`config.mk`:
```
export PLATFORM = sky130hd
export DESIGN_NAME = order_matcher
export DESIGN_NICKNAME = d
export VERILOG_FILES = /design/src/rtl/order_matcher_pkg.sv /design/src/rtl/order_matcher_price_sub.sv /design/src/rtl/order_matcher.sv
export SDC_FILE = /design/constraint.sdc
export NUM_CORES = 1
export LEC_CHECK = 0
export CAP_MARGIN = 20
export CORE_ASPECT_RATIO = 0.8
export CORE_MARGIN = 8
export CORE_UTILIZATION = 57
export CTS_CLUSTER_DIAMETER = 100
export DETAILED_ROUTE_END_ITERATION = 12
export PLACE_DENSITY_LB_ADDON = 0.3
export SKIP_LAST_GASP = 1
export SLEW_MARGIN = 10
export SYNTH_ARGS = -nofsm -noshare
export SYNTH_HDL_FRONTEND = slang
export SYNTH_SLANG_ARGS = --single-unit
```
`constraint.sdc`:
```
create_clock -name clk -period 9.9 [get_ports clk]
set_clock_uncertainty 0.05 [all_clocks]
set_input_delay 1.485 -clock clk [delete_from_list [all_inputs] [get_ports clk]]
set_output_delay 1.485 -clock clk [all_outputs]
set_load 0.005 [all_outputs]
```
`src/rtl/order_matcher_pkg.sv`:
```
// Shared types and defaults for the single-level order matcher.
// The state enum, side encoding and default widths live here so the bench and RTL agree.
package order_matcher_pkg;

    typedef enum logic [1:0] {
        IDLE,
        MATCH,
        TRADE,
        REST
    } state_t;

    localparam logic SIDE_BUY  = 1'b0;
    localparam logic SIDE_SELL = 1'b1;

    localparam int DEF_PRICE_W = 8;
    localparam int DEF_QTY_W   = 8;
    localparam int DEF_CNT_W   = 16;

endpackage

```
`src/rtl/order_matcher_price_sub.sv`:
```
// Ripple subtractor: diff = a - b as a + ~b + 1; the final carry-out is the a >= b flag.
module price_sub #(
    parameter int W = 8
) (
    input  logic [W-1:0] a,
    input  logic [W-1:0] b,
    output logic [W-1:0] diff,
    output logic         ge
);

    logic [W:0] carry;

    always_comb begin
        carry    = '0;
        diff     = '0;
        carry[0] = 1'b1;
        for (int i = 0; i < W; i++) begin
            diff[i]      = a[i] ^ ~b[i] ^ carry[i];
            carry[i + 1] = (a[i] & ~b[i]) | (carry[i] & (a[i] ^ ~b[i]));
        end
        ge = carry[W];
    end

endmodule

```
`src/rtl/order_matcher.sv`:
```
// One-level limit order book: an incoming order matches the best opposite resting order,
// emits at most one trade record, then rests its remainder or drops it.
module order_matcher
    import order_matcher_pkg::*;
#(
    parameter int PRICE_W = DEF_PRICE_W,
    parameter int QTY_W   = DEF_QTY_W,
    parameter int CNT_W   = DEF_CNT_W
) (
    input  logic               clk,
    input  logic               rst,
    input  logic               in_valid,
    output logic               in_ready,
    input  logic               in_side,
    input  logic [PRICE_W-1:0] in_price,
    input  logic [QTY_W-1:0]   in_qty,
    output logic               trade_valid,
    input  logic               trade_ready,
    output logic [PRICE_W-1:0] trade_price,
    output logic [QTY_W-1:0]   trade_qty,
    output logic               trade_aggr_side,
    output logic               bid_valid,
    output logic               ask_valid,
    output logic [PRICE_W-1:0] bid_price,
    output logic [PRICE_W-1:0] ask_price,
    output logic [QTY_W-1:0]   bid_qty,
    output logic [QTY_W-1:0]   ask_qty,
    output logic [PRICE_W-1:0] spread,
    output logic               spread_valid,
    output logic               drop_pulse,
    output logic [CNT_W-1:0]   trade_count,
    output logic [CNT_W-1:0]   drop_count
);

    state_t             state, state_next;
    logic               w_side;
    logic [PRICE_W-1:0] w_price;
    logic [QTY_W-1:0]   w_qty;

    logic [PRICE_W-1:0] diff_aw, diff_wb, diff_spread;
    logic               ge_aw, ge_wb, ge_spread;

    price_sub #(.W(PRICE_W)) u_sub_ask (.a(ask_price), .b(w_price), .diff(diff_aw), .ge(ge_aw));
    price_sub #(.W(PRICE_W)) u_sub_bid (.a(w_price), .b(bid_price), .diff(diff_wb), .ge(ge_wb));
    price_sub #(.W(PRICE_W)) u_sub_spread (.a(ask_price), .b(bid_price), .diff(diff_spread), .ge(ge_spread));

    // Strict orderings come from the >= flag plus a nonzero difference.
    logic ask_gt_w, w_gt_bid, cross_now, improve_now;
    logic [PRICE_W-1:0] opp_price;
    logic [QTY_W-1:0]   opp_qty, fill_qty, w_rem, opp_rem;

    assign ask_gt_w    = ge_aw & (|diff_aw);
    assign w_gt_bid    = ge_wb & (|diff_wb);
    assign cross_now   = (w_side == SIDE_BUY) ? (ask_valid & ~ask_gt_w) : (bid_valid & ~w_gt_bid);
    assign improve_now = (w_side == SIDE_BUY) ? (~bid_valid | w_gt_bid) : (~ask_valid | ask_gt_w);
    assign opp_price   = (w_side == SIDE_BUY) ? ask_price : bid_price;
    assign opp_qty     = (w_side == SIDE_BUY) ? ask_qty : bid_qty;
    assign fill_qty    = (w_qty < opp_qty) ? w_qty : opp_qty;
    assign w_rem       = w_qty - trade_qty;
    assign opp_rem     = opp_qty - trade_qty;
    assign in_ready    = (state == IDLE) && !rst;

    logic do_accept, do_trade, do_handshake, do_rest, do_drop;

    always_ff @(posedge clk) begin
        if (rst) state <= IDLE;
        else     state <= state_next;
    end

    always_comb begin
        state_next   = state;
        do_accept    = 1'b0;
        do_trade     = 1'b0;
        do_handshake = 1'b0;
        do_rest      = 1'b0;
        do_drop      = 1'b0;
        case (state)
            IDLE: begin
                if (in_valid) begin
                    do_accept  = 1'b1;
                    state_next = MATCH;
                end
            end
            MATCH: begin
                if (w_qty == '0) begin
                    do_drop    = 1'b1;
                    state_next = IDLE;
                end else if (cross_now) begin
                    do_trade   = 1'b1;
                    state_next = TRADE;
                end else begin
                    state_next = REST;
                end
            end
            TRADE: begin
                if (trade_ready) begin
                    do_handshake = 1'b1;
                    state_next   = (w_rem == '0) ? IDLE : REST;
                end
            end
            REST: begin
                do_rest    = improve_now;
                do_drop    = ~improve_now;
                state_next = IDLE;
            end
            default: state_next = IDLE;
        endcase
    end

    // Datapath: working order, trade record, book, spread and statistics.
    always_ff @(posedge clk) begin
        if (rst) begin
            w_side <= SIDE_BUY;  w_price <= '0;  w_qty <= '0;
            trade_valid <= 1'b0; trade_price <= '0; trade_qty <= '0; trade_aggr_side <= 1'b0;
            bid_valid <= 1'b0;   bid_price <= '0; bid_qty <= '0;
            ask_valid <= 1'b0;   ask_price <= '0; ask_qty <= '0;
            spread <= '0;        spread_valid <= 1'b0;
            drop_pulse <= 1'b0;  trade_count <= '0; drop_count <= '0;
        end else begin
            drop_pulse   <= do_drop;
            spread_valid <= bid_valid && ask_valid;
            spread       <= (bid_valid && ask_valid && ge_spread) ? diff_spread : '0;
            if (do_accept) begin
                w_side  <= in_side;
                w_price <= in_price;
                w_qty   <= in_qty;
            end
            if (do_trade) begin
                trade_valid     <= 1'b1;
                trade_price     <= opp_price;
                trade_qty       <= fill_qty;
                trade_aggr_side <= w_side;
            end
            if (do_handshake) begin
                trade_valid <= 1'b0;
                w_qty       <= w_rem;
                if (w_side == SIDE_BUY) begin
                    ask_qty <= opp_rem;
                    if (opp_rem == '0) ask_valid <= 1'b0;
                end else begin
                    bid_qty <= opp_rem;
                    if (opp_rem == '0) bid_valid <= 1'b0;
                end
                if (trade_count != '1) trade_count <= trade_count + CNT_W'(1);
            end
            if (do_rest) begin
                if (w_side == SIDE_BUY) begin
                    bid_valid <= 1'b1; bid_price <= w_price; bid_qty <= w_qty;
                end else begin
                    ask_valid <= 1'b1; ask_price <= w_price; ask_qty <= w_qty;
                end
            end
            if (do_drop && drop_count != '1) drop_count <= drop_count + CNT_W'(1);
        end
    end

endmodule

```
==> metrics.txt <==
final period utilization 57.8%; critical path required time 10,170 ps; top_reg_cell synth dfxtp_1; setup tns final 0 ps; Routed WL 18,400 um; GRT Total Usage 24.9%; post-synth top area share 36.0%; largest cells by area after synthesis dfxtp_1 36%, fa_1 7.3%, nand2_1 5.6%; Worst-Skew Late Latency 420 ps; LEAKAGE 3.00 nW; # IOs 116; Hold-fix buffers, CTS 0; port bufs 115; Slew @ Worst Pin 1090 ps; final hold vios 0; Rel. slew slack 27.1%; RSZ-0062 raised after global routing false; CP endpoint kind register; Die H 110 um; Placed Area 7520 um^2; Syn. warnings 0; Gates resized, CTS repair 0; Fmax 175 MHz; run status completed; Final ANT Viol Nets 0; detailed-route via count 5,881; Syn Area/Cell 8.61 um^2; grt total ovfl 0; max-slew violations 0; Core Rows 34; sequential fraction of the synthesis area 36.0%; clock root buffer clkbuf_16; Inserted Clock Buffers 17; Die Wd 133 um; Worst Hold Class register to register; Setup Buffers After CTS 0; wire per inst 18.5 um; deepest clock path buffer count 2; first-pass GRT wire length 29,000 um; htree depth 4; design area 8130 um^2; Worst Setup Start Kind register; vias per cell 5.92; share of cells above drive strength 1 7.18%; DIE AREA 14,700 um^2; Post-synth ARST share 0%; Ant. Diodes 0; NumNets Final 908; clock sink total 113; CTS tree built; Remaining DRCs 0; Setup Crit Path Kind register to register; placed insts 963; syn nets 800; clock slew at reported path FFs 60 ps; Synth Instances 730; Post-synth EDFFs 0; commonest non-fill, non-tap cell in the layout clkdlybuf4s50_1; final core occ 75.2%; final number of setup-violating endpoints 0; min Tclk post-route 5720 ps; number of global-route vias before repair 5,802; initial antenna violation count 0; effective utilization at floorplan 58.1%; #FFs+latches synth 113; total of max-cap violations 0; DRT iter0 DRCs 580; Pre-antenna DRT Iters 7; Yosys cell types 65; critical-path maximum fanout 26; post-synthesis cell area 6280 um^2; post-route insts no fill 994; GP Congestion 0.930; worst vdd ir 0.000146 V; Core Area 10,800 um^2; Power Density 186 nW/um^2; DPL Wire Length 13,000 um; cell taking the most area after synthesis dfxtp_1; commonest non-fill, non-tap cells in the layout 114 x clkdlybuf4s50_1, 113 x dfxtp_1, 94 x nand2_1; Critical Path AT 5990 ps; P&R area growth vs syn 29.4%; largest net degree at the start of global routing 101; Overall Power 1.51 mW
## Yosys cell counts (all sizes together), types with 3 or more instances
cell,instances
mux2i,18
o211ai,5
a41oi,3
and4,4
nand3b,3
nand4,7
inv,43
a2111oi,6
xnor2,17
a221oi,5
nor2b,14
a21oi,51
and2,5
ha,26
nor3,14
xor2,13
o22ai,8
a211oi,19
fa,23
dfxtp,113
buf,8
nand2b,8
o21ai,22
nor4,6
nor3b,4
clkbuf,22
and3,12
nor2,93
mux2,16
or4,3
nand2,94
nand3,19
## where the power goes
group	internal, mW	total, mW	switching [mW]	leakage [nW]
clock network	0.422	0.632	0.210	0.298
logic	0.155	0.357	0.201	1.79
registers	0.478	0.524	0.0458	0.914
## cells by family (layout without fill, tap and decap cells)
logic type / after synthesis / count (layout) / synth area share, %
adder cells (fa/ha/maj): 49 / 49 / 12.5
AND/OR/NAND/NOR: 295 / 295 / 22.8
XOR/XNOR: 30 / 30 / 4.18
AO/OA/AOI/OAI: 136 / 136 / 14.3
multiplexers: 34 / 34 / 5.74
flip-flops: 113 / 113 / 36.0
buffers and inverters: 73 / 193 / 4.48
## path summary, 6_finish.rpt
path                                      to    startpoint  depth (start not counted)  slack, ps
worst min-delay path            ask_price[3]  ask_price[3]                          2        440
worst max-delay path            trade_qty[7]    w_price[0]                         17       4180
worst min register to register  ask_price[3]  ask_price[3]                          2        440
worst max register to register  trade_qty[7]    w_price[0]                         17       4180
## layer usage
layer / wire (um) / GRT usage, %
met2: 8610 / 41.2
met3: 1880 / 7.81
met4: 399 / 10.7
met5: 0 / 0
met1: 7550 / 29.7
## state kept, by name, indices dropped and copies added (netlist names)
signal           flops
drop_count          16
trade_count         16
bid_valid            1
w_side               1
trade_qty            8
state                2
spread_valid         1
trade_aggr_side      1
ask_valid            1
trade_valid          1
bid_price            8
ask_price            8
w_price              8
w_qty                8
ask_qty              8
trade_price          8
drop_pulse           1
bid_qty              8
spread               8
## metrics by stage
stage | hold slack, ps | setup slack [ps]
2_1_floorplan | 423 | 5060
3_3_place_gp | 422 | 4500
3_5_place_dp | 432 | 4290
4_1_cts | 444 | 4220
5_1_grt | 471 | 3880
6_report | 444 | 4180
## critical path, cell delays in order, from the launching register on
cell and delay (ps):
dfxtp_1 380, inv_1 60, ha_1 190, fa_1 380
fa_1 380, fa_1 380, inv_1 80, fa_1 160
inv_1 50, fa_1 380, fa_1 360, inv_1 80
fa_1 410, o41ai_2 560, a32oi_1 240, nor2_2 780
nand2_1 400, o32ai_1 300
## area by class of cell
class	count	area, um^2
Multi-Input combinational cell	544	3740
Inverter	43	161
Sequential cell	113	2260
Clock inverter	12	165
Fill cell	789	2680
Clock buffer	19	443
Tap cell	144	180
Timing Repair Buffer	119	1180
(Power assumes the default switching activity.)
